==> config.mk <==
export PLATFORM = sky130hd
export DESIGN_NAME = shared_reg_arbiter
export DESIGN_NICKNAME = d
export VERILOG_FILES = /design/src/rtl/shared_reg_arbiter_pkg.sv /design/src/rtl/shared_reg_arbiter_load_reg.sv /design/src/rtl/shared_reg_arbiter.sv
export SDC_FILE = /design/constraint.sdc
export NUM_CORES = 1
export LEC_CHECK = 0
export CORE_UTILIZATION = 39
export CTS_BUF_LIST = sky130_fd_sc_hd__clkbuf_4 sky130_fd_sc_hd__clkbuf_8
export DETAILED_ROUTE_END_ITERATION = 12
export PLACE_DENSITY = 0.78
export SLEW_MARGIN = 40
export SYNTH_ARGS = -nofsm -noshare
export SYNTH_HDL_FRONTEND = slang
export SYNTH_HIERARCHICAL = 1
export SYNTH_SLANG_ARGS = --single-unit
==> constraint.sdc <==
create_clock -name clk -period 1.79 [get_ports clk]
set_input_delay 0.358 -clock clk [delete_from_list [all_inputs] [get_ports clk]]
set_output_delay 0.358 -clock clk [all_outputs]
set_load 0.01 [all_outputs]
==> src/rtl/shared_reg_arbiter_pkg.sv <==
// Shared definitions for the shared-register round-robin arbiter.
package shared_reg_arbiter_pkg;
  typedef enum logic {ST_IDLE = 1'b0, ST_OWN = 1'b1} state_t;
  localparam int WRITE_CNT_W = 16;
endpackage

==> src/rtl/shared_reg_arbiter_load_reg.sv <==
// DATA_W-wide D register with synchronous active-high reset and load enable.
module load_reg #(
  parameter int DATA_W = 8
) (
  input  logic              clk,
  input  logic              reset,
  input  logic              i_load,
  input  logic [DATA_W-1:0] i_d,
  output logic [DATA_W-1:0] o_q
);
  logic [DATA_W-1:0] r_q;

  always_ff @(posedge clk) begin
    if (reset) r_q <= '0;
    else if (i_load) r_q <= i_d;
  end

  assign o_q = r_q;
endmodule

==> src/rtl/shared_reg_arbiter.sv <==
// Round-robin write arbiter in front of one shared register, with hold-time preemption.
// Optional macro SHARED_REG_WRITE_CNT_EN adds a 16-bit wrapping load counter output.
module shared_reg_arbiter
  import shared_reg_arbiter_pkg::*;
#(
  parameter int NUM_REQ  = 4,
  parameter int DATA_W   = 8,
  parameter int MAX_HOLD = 4,
  localparam int ID_W    = $clog2(NUM_REQ)
) (
  input  logic                      clk,
  input  logic                      reset,
  input  logic [NUM_REQ-1:0]        req,
  input  logic [NUM_REQ*DATA_W-1:0] wdata,
  output logic [NUM_REQ-1:0]        gnt,
  output logic                      busy,
  output logic [ID_W-1:0]           owner_id,
`ifdef SHARED_REG_WRITE_CNT_EN
  output logic [WRITE_CNT_W-1:0]    write_cnt,
`endif
  output logic [DATA_W-1:0]         q
);
  localparam int HC_W = (MAX_HOLD > 1) ? $clog2(MAX_HOLD) : 1;
  localparam logic [HC_W-1:0] HOLD_LAST = HC_W'(MAX_HOLD - 1);

  state_t              r_state;
  logic [NUM_REQ-1:0]  r_gnt;
  logic                r_busy;
  logic [ID_W-1:0]     r_owner;
  logic [ID_W-1:0]     r_rr_ptr;
  logic [HC_W-1:0]     r_hold_cnt;

  logic                w_load;
  logic                w_owner_req;
  logic                w_others;
  logic [ID_W-1:0]     w_pick;
  logic [ID_W-1:0]     w_next_ptr;
  logic [DATA_W-1:0]   w_sel_data;

  // Lowest circular distance from ptr wins; scanning downward lets the nearest overwrite.
  function automatic logic [ID_W-1:0] rr_pick(input logic [NUM_REQ-1:0] r,
                                               input logic [ID_W-1:0] ptr);
    int idx;
    rr_pick = '0;
    for (int k = NUM_REQ - 1; k >= 0; k--) begin
      idx = (int'(ptr) + k) % NUM_REQ;
      if (r[idx]) rr_pick = ID_W'(idx);
    end
  endfunction

  assign w_pick      = rr_pick(req, r_rr_ptr);
  assign w_owner_req = req[r_owner];
  assign w_others    = |(req & ~r_gnt);
  assign w_next_ptr  = (int'(r_owner) == NUM_REQ - 1) ? '0 : r_owner + ID_W'(1);
  assign w_sel_data  = wdata[int'(r_owner)*DATA_W +: DATA_W];
  assign w_load      = (r_state == ST_OWN) && w_owner_req;

  always_ff @(posedge clk) begin
    if (reset) begin
      r_state    <= ST_IDLE;
      r_gnt      <= '0;
      r_busy     <= 1'b0;
      r_owner    <= '0;
      r_rr_ptr   <= '0;
      r_hold_cnt <= '0;
    end else begin
      case (r_state)
        ST_IDLE: begin
          if (|req) begin
            r_state    <= ST_OWN;
            r_gnt      <= NUM_REQ'(1) << w_pick;
            r_busy     <= 1'b1;
            r_owner    <= w_pick;
            r_hold_cnt <= '0;
          end
        end
        ST_OWN: begin
          // Preemption edge still loads; the release edge does not (w_load covers both).
          if (!w_owner_req || (r_hold_cnt == HOLD_LAST && w_others)) begin
            r_state  <= ST_IDLE;
            r_gnt    <= '0;
            r_busy   <= 1'b0;
            r_rr_ptr <= w_next_ptr;
          end else if (r_hold_cnt != HOLD_LAST) begin
            r_hold_cnt <= r_hold_cnt + HC_W'(1);
          end
        end
        default: r_state <= ST_IDLE;
      endcase
    end
  end

  load_reg #(.DATA_W(DATA_W)) u_load_reg (
    .clk    (clk),
    .reset  (reset),
    .i_load (w_load),
    .i_d    (w_sel_data),
    .o_q    (q)
  );

`ifdef SHARED_REG_WRITE_CNT_EN
  logic [WRITE_CNT_W-1:0] r_write_cnt;

  always_ff @(posedge clk) begin
    if (reset) r_write_cnt <= '0;
    else if (w_load) r_write_cnt <= r_write_cnt + WRITE_CNT_W'(1);
  end

  assign write_cnt = r_write_cnt;
`endif

  assign gnt      = r_gnt;
  assign busy     = r_busy;
  assign owner_id = r_owner;
endmodule

# Word-level counts from Yosys, hierarchy flattened
# Index checks and enable logic that the tools add are counted.
totals:
  ff_bits: 20
  inputBits: 38
  output_inout_bits: 15
  elab_cells: 76
classes:
  n_addsub: 5
  order_cmp: 5
  n_eq_ne: 7
  shifts: 2
  mux: 31
  bitwise_logic: 6
  reduce_logical: 13
ops:
  columns: ["operator", "count"]
  rows:
  - ["$shiftx 32x6->8", 1]
  - ["$mux 2", 8]
  - ["$lt 3x4->1 const B", 3]
  - ["$mux 1", 12]
  - ["$bmux 1 s2", 5]
  - ["$mux 4", 2]
  - ["$pmux 4 s2", 1]
  - ["$reduce_or 4->1", 2]
  - ["$add 2x1->2 const B", 3]
  - ["$lt 2x3->1 const B", 2]
  - ["$ne 2x2->1 const B", 3]
  - ["$reduce_and 2->1", 3]
  - ["$reduce_or 2->1", 3]
  - ["$add 2x2->2 const B", 2]
  - ["$and 4x4->4", 1]
  - ["$ne 2x1->1 const B", 2]
  - ["$not 4->4", 1]
  - ["$pmux 1 s2", 2]
  - ["$pmux 2 s2", 1]
  - ["$shl 1x2->4 const A", 1]
  - ["$and 1x1->1 const A", 3]
  - ["$reduce_and 3->1", 1]
  - ["$eq 2x1->1 const B", 1]
  - ["$eq 2x2->1 const B", 1]
  - ["other kinds (4)", 5]

# Logic depth before layout (Yosys ltp)
logic_depth:
  ltp_word: 13
  ltp_mapped: 6
  mapped_depth_nobuf: 5

# By module
# Netlist, hierarchy kept.
by_module_without_submodules:
  columns: ["mod", "n_inst", "cells_per_inst", "area_per_inst_um2", "seq_area_each_um2"]
  rows:
  - ["shared_reg_arbiter", 1, 92, 933.4, 240.2]
  - ["load_reg", 1, 26, 285.3, 160.2]

# Worst setup path after synthesis
# No wires, ideal clock.
synth_path:
  kind: "register -> register"
  from: "reg r_owner[1], in the netlist owner_id[1]"
  to: "reg u_load_reg.r_q[0], in the netlist u_load_reg/o_q[0]"
  t_arrival_ns: 1.642
  required_time_ns: 1.666
  setup_slack_ns: 0.024
  path_stages_with_launch: 7
  n_path_buf: 2
  synth_period_minus_slack_ns: 1.766
  cell_sequence: "dfxtp_1 > buf_6 > mux4_1 > and2_1 > buf_6 > mux2i_1 > nor2_1"
synth_between:
  elab_chain_len: 3
  word_cells_on_any_way: 4
synth_lines:
  columns: ["element", "line_no", "rtl"]
  rows:
  - ["start: declaration", "shared_reg_arbiter.sv:29", "logic [ID_W-1:0] r_owner;"]
  - ["start signal: assignment", "shared_reg_arbiter.sv:73", "r_owner <= w_pick;"]
  - ["$bmux 1 s2", "shared_reg_arbiter.sv:52", "assign w_owner_req = req[r_owner];"]
  - ["$mux 1 (not written as such)", "shared_reg_arbiter.sv:52", null]
  - ["$logic_and 1x1->1", "shared_reg_arbiter.sv:56", "assign w_load = (r_state == ST_OWN) && w_owner_req;"]
  - ["via w_load", "shared_reg_arbiter.sv:33", "logic w_load;"]
  - ["end signal: assignment", "shared_reg_arbiter_load_reg.sv:15", "else if (i_load) r_q <= i_d;"]
  - ["end: declaration", "shared_reg_arbiter_load_reg.sv:11", "logic [DATA_W-1:0] r_q;"]
# The timed path passes the listed nets, and every way through them passes these cells. The select of a mux whose other input is x is not followed.
# A chain may end at the register's enable or synchronous reset.

# Worst setup path after layout
layout_path:
  from: "in req[2]"
  to: "reg r_gnt[1], in the netlist gnt[1]"
layout_between:
  elab_chain_len: 10
  word_cells_on_any_way: 29
layout_lines:
  columns: ["element", "line_no", "rtl"]
  rows:
  - ["start: declaration", "shared_reg_arbiter.sv:13", "input logic [NUM_REQ-1:0] req,"]
  - ["$bmux 1 s2", "shared_reg_arbiter.sv:47", "if (r[idx]) rr_pick = ID_W'(idx);"]
  - ["$mux 1 (not written as such) (2 in series)", "shared_reg_arbiter.sv:47", null]
  - ["$mux 2 (4 in series)", "shared_reg_arbiter.sv:47", null]
  - ["$shl 1x2->4", "shared_reg_arbiter.sv:71", "r_gnt <= NUM_REQ'(1) << w_pick;"]
  - ["$mux 4", "shared_reg_arbiter.sv:69", "if (|req) begin"]
  - ["$pmux 4 s2", "shared_reg_arbiter.sv:67", "case (r_state)"]
  - ["end signal: assignment", "shared_reg_arbiter.sv:71", null]
  - ["end: declaration", "shared_reg_arbiter.sv:27", "logic [NUM_REQ-1:0] r_gnt;"]
# Parallel ways exist; a longest one is shown, timed or not. The select of a mux whose other input is x is not followed.

==> impl_summary.txt <==
----------------------------------------------------
[Outcome]
  Result of the run ... complete, but fails checks
  Violations in the final reports ... DRC

[Synth]
  Area of the mapped netlist ... 1220 sq um
  Synthesized-area fraction occupied by ao, oa, aoi and oai cells ... 12.3%
  Main combinational cell family by area after synthesis ... multiplexers
  Nets in the synthesized netlist ... 158
  Post-synthesis area per instance ... 10.3 sq um
  Total of warnings raised by yosys ... 6
  Number of synthesized register bits ... 20
  Number of cells produced by synthesis ... 118
  Proportion of synthesized chip area in sequential cells ... 32.9%
  Portion of netlist area occupied by mux cells ... 27.1%
  Distinct cells, synth ... 33
  Arithmetic-cell share of the synthesized area counting full adders, half adders and majority gates ... 2.05%
  XOR/XNOR Fraction of Synth Area ... 0%
  Post-synthesis share of cell area spent on and, or, nand and nor gates ... 21.4%

[Routing]
  Total iterations of the first detailed-routing run ... 8
  Mean routed wirelength per cell ... 15.2 microns
  Final wirelength ... 3.27 mm
  Violation count after the first detailed-routing iteration ... 43
  Overall via count from detail_route ... 1190
  Drt via density ... 5.53
  Number of nets with antenna violations after routing ... 0
  Drt drc ... 9

[CTS]
  Number of H-tree levels ... 1
  Cts bufs inserted ... 3
  Clock tree from TritonCTS ... done
  Maximum root-to-sink buffer count ... 2
  Clock Sink Count ... 20
  Clock transition time at the flip-flop clock pins of the worst setup and hold paths ... 0.11 ns
  Number of buffers added to fix hold violations after cts ... 0
  Clock tree root buffer cell ... sky130_fd_sc_hd__clkbuf_4
  Clk_lat worst skew ... 0.31 ns

[Power]
  VDD IR max ... 0.359 mV
  Total power density per cell area ... 671 nW/um^2
  Power, Total ... 1.29 mW
  Leakage component of the power ... 0.728 nW

[Worst setup path]
  Critical Path End Type ... flop
  Critical path required time ... 2.01 ns
  Slowest stage delay, CP ... 0.44 ns
  Worst Path Class, Setup ... input pin to flop
  Critical path arrival ... 1.94 ns
  Maximum fanout along the worst path ... 6
  Kind of start point of the critical path ... input pin
  Kind of cell adding the most delay to the critical path ... buffers and inverters
  Crit-path slowest cell ... sky130_fd_sc_hd__clkdlybuf4s50_1
  WP buf/inv ... 2
  Critical-path cell list ... clkdlybuf4s50_1, buf_4, nor2b_1, o21a_1, or3_1, o32ai_1

[Timing]
  Final Setup Violations ... 0
  Upper clock frequency limit ... 580 MHz
  Post-route minimum period ... 1.72 ns
  Setup repair after global routing missed its margin ... no
  Worst hold-check slack ... 0.503 ns
  Hold Vio Cnt, Final ... 0
  Final clock skew ... 0.00559 ns
  Setup_tns ... 0 ns
  Period utilisation layout ... 96.3%
  Max-slew headroom at the worst pin ... 69.3%
  Pin slew with the least headroom to its limit ... 0.459 ns
  Final-report max-slew violation count ... 0

[Floorplanning]
  Initial standard-cell utilization of the core ... 42.7%
  Die width ... 57.9 microns
  Count of pins on the block boundary ... 53
  Die Footprint ... 3350 sq um
  Area inside the core boundary ... 2850 sq um
  Count of standard-cell rows ... 19
  Height of the die ... 57.9 microns

[Run]
  Max-cap check violation count ... 0

[GRT]
  Via count of the first global-routing pass ... 1206
  Largest net degree at the start of global routing ... 15
  Antenna violations before repair ... 0
  Overall track demand over capacity in global routing ... 20.6%
  First-pass GRT wire length ... 5.35 mm
  Global route overflow ... 0

[Placed design]
  Number of port buffers ... 52
  HPWL after detailed placement ... 2.53 mm
  Routability cong. ... 0.892

[Cells and area]
  Ratio of cells with drive above 1 in the final layout ... 22.3%
  Area growth from synthesis to layout ... 58.1%
  Post-Route Utilization ... 67.5%
  Final #Nets ... 225
  Number of diodes added for antenna fixing ... 0
  Footprint of the multi-input gates ... 771 sq um
  Fillcell total ... 233
  Area taken by flip-flops and latches ... 402 sq um

[Hold path]
  Hold/Removal Path Class ... flop to flop

----------------------------------------------------
## cells in the mapped netlist, drive strengths merged
| library cell | n | area share [%] |
|---|---|---|
| buf | 6 | 3.4 |
| nand3b | 5 | 3.1 |
| a41oi | 1 | 0.72 |
| nor3 | 4 | 1.6 |
| o41a | 1 | 0.92 |
| mux2 | 3 | 2.8 |
| dfxtp | 20 | 33 |
| o22ai | 1 | 0.51 |
| mux2i | 9 | 7.4 |
| inv | 1 | 0.31 |
| ha | 2 | 2.1 |
| o21ai | 7 | 2.9 |
| a311oi | 1 | 0.72 |
| o21a | 2 | 1.2 |
| clkbuf | 2 | 0.62 |
| or3 | 2 | 1.4 |
| nand2b | 5 | 2.6 |
| nor2b | 4 | 2.1 |
| o32ai | 4 | 4.1 |
| or2b | 4 | 2.5 |
| mux4 | 9 | 17 |
| nor2 | 14 | 4.3 |
| or2 | 2 | 1.0 |
| nor4 | 1 | 1.0 |
| and2 | 1 | 0.51 |
| nand2 | 4 | 1.2 |
| a21oi | 3 | 1.2 |
## worst paths after layout
kind | slack (ns) | to | from | cells past startpoint
min reg2reg | 0.50 | busy | busy | 2
max | 0.07 | gnt[1] | req[2] | 6
min | 0.50 | busy | busy | 2
max reg2reg | 0.13 | r_rr_ptr[1] | owner_id[1] | 6
## tightest hold or removal path, delay by kind of cell (launching register included)
kind / cells / cell delay, ns
simple gates: 2 / 0.15
flops: 1 / 0.33
## state kept, by name, summed over array words and instances, names as in the netlist
name / cells
busy: 1
gnt: 4
owner_id: 2
r_hold_cnt: 2
r_rr_ptr: 2
r_state: 1
u_load_reg/o_q: 8
## metal layers
metal | routed length [microns] | global-route usage, % | up-vias
li1 | - | - | 571
met1 | 1400 | 25.5 | 563
met2 | 1500 | 36.0 | 54
met3 | 353 | 5.58 | 2
met4 | 18 | 4.08 | 0
met5 | 0 | 0 | -
## logic make-up (layout without fill, tap and decap cells)
| group | count (synthesis) | in the layout |
|---|---|---|
| AO/OA/AOI/OAI | 20 | 20 |
| adder cells (fa/ha/maj) | 2 | 2 |
| buffers and inverters | 9 | 75 |
| flip-flops | 20 | 20 |
| multiplexers | 21 | 21 |
| AND/OR/NAND/NOR | 46 | 46 |
## power by group
group          switching, mW  internal (mW)  total, mW
combinational          0.154          0.253      0.407
clock                  0.143          0.226      0.370
sequential            0.0338          0.482      0.515
total                  0.331          0.961       1.29
## placed cells by master (no fill, tap or decap), types with 4 or more instances in the layout
cell type,count
sky130_fd_sc_hd__nand2b_1,5
sky130_fd_sc_hd__nand2_1,4
sky130_fd_sc_hd__nand3b_1,5
sky130_fd_sc_hd__mux2i_1,9
sky130_fd_sc_hd__mux4_2,8
sky130_fd_sc_hd__nor2_1,14
sky130_fd_sc_hd__or2b_1,4
sky130_fd_sc_hd__nor2b_1,4
sky130_fd_sc_hd__clkdlybuf4s50_1,52
sky130_fd_sc_hd__buf_4,17
sky130_fd_sc_hd__dfxtp_1,19
sky130_fd_sc_hd__o21ai_0,6
sky130_fd_sc_hd__nor3_1,4
## area by class of cell
cell class / instances / area share, %
flip-flops and latches: 20 / 20.8
multi-input cells: 89 / 40.0
clock inverters: 1 / 1.56
clock buffers: 3 / 1.17
inverters: 1 / 0.195
well taps: 31 / 2.01
repair buffers: 70 / 34.2
## repair_timing
action / CTS / global route
cloned: 0 / 0
gates resized for setup: 1 / 4
endpoints found under the setup margin: 1 / 11
buffers inserted: 2 / 0
## per-stage QoR
| step | cells | setup slack [ns] | cell area, sq um |
|---|---|---|---|
| after floorplan | 118 | 0.0238 | 1220 |
| after global placement | 209 | -0.240 | 1850 |
| after detailed placement | 209 | -0.291 | 1850 |
| after CTS | 215 | 0.0175 | 1920 |
| after global routing | 215 | 0.00290 | 1930 |
| final | 215 | 0.0654 | 1930 |
No activity file was read; power rests on OpenSTA's default activity.
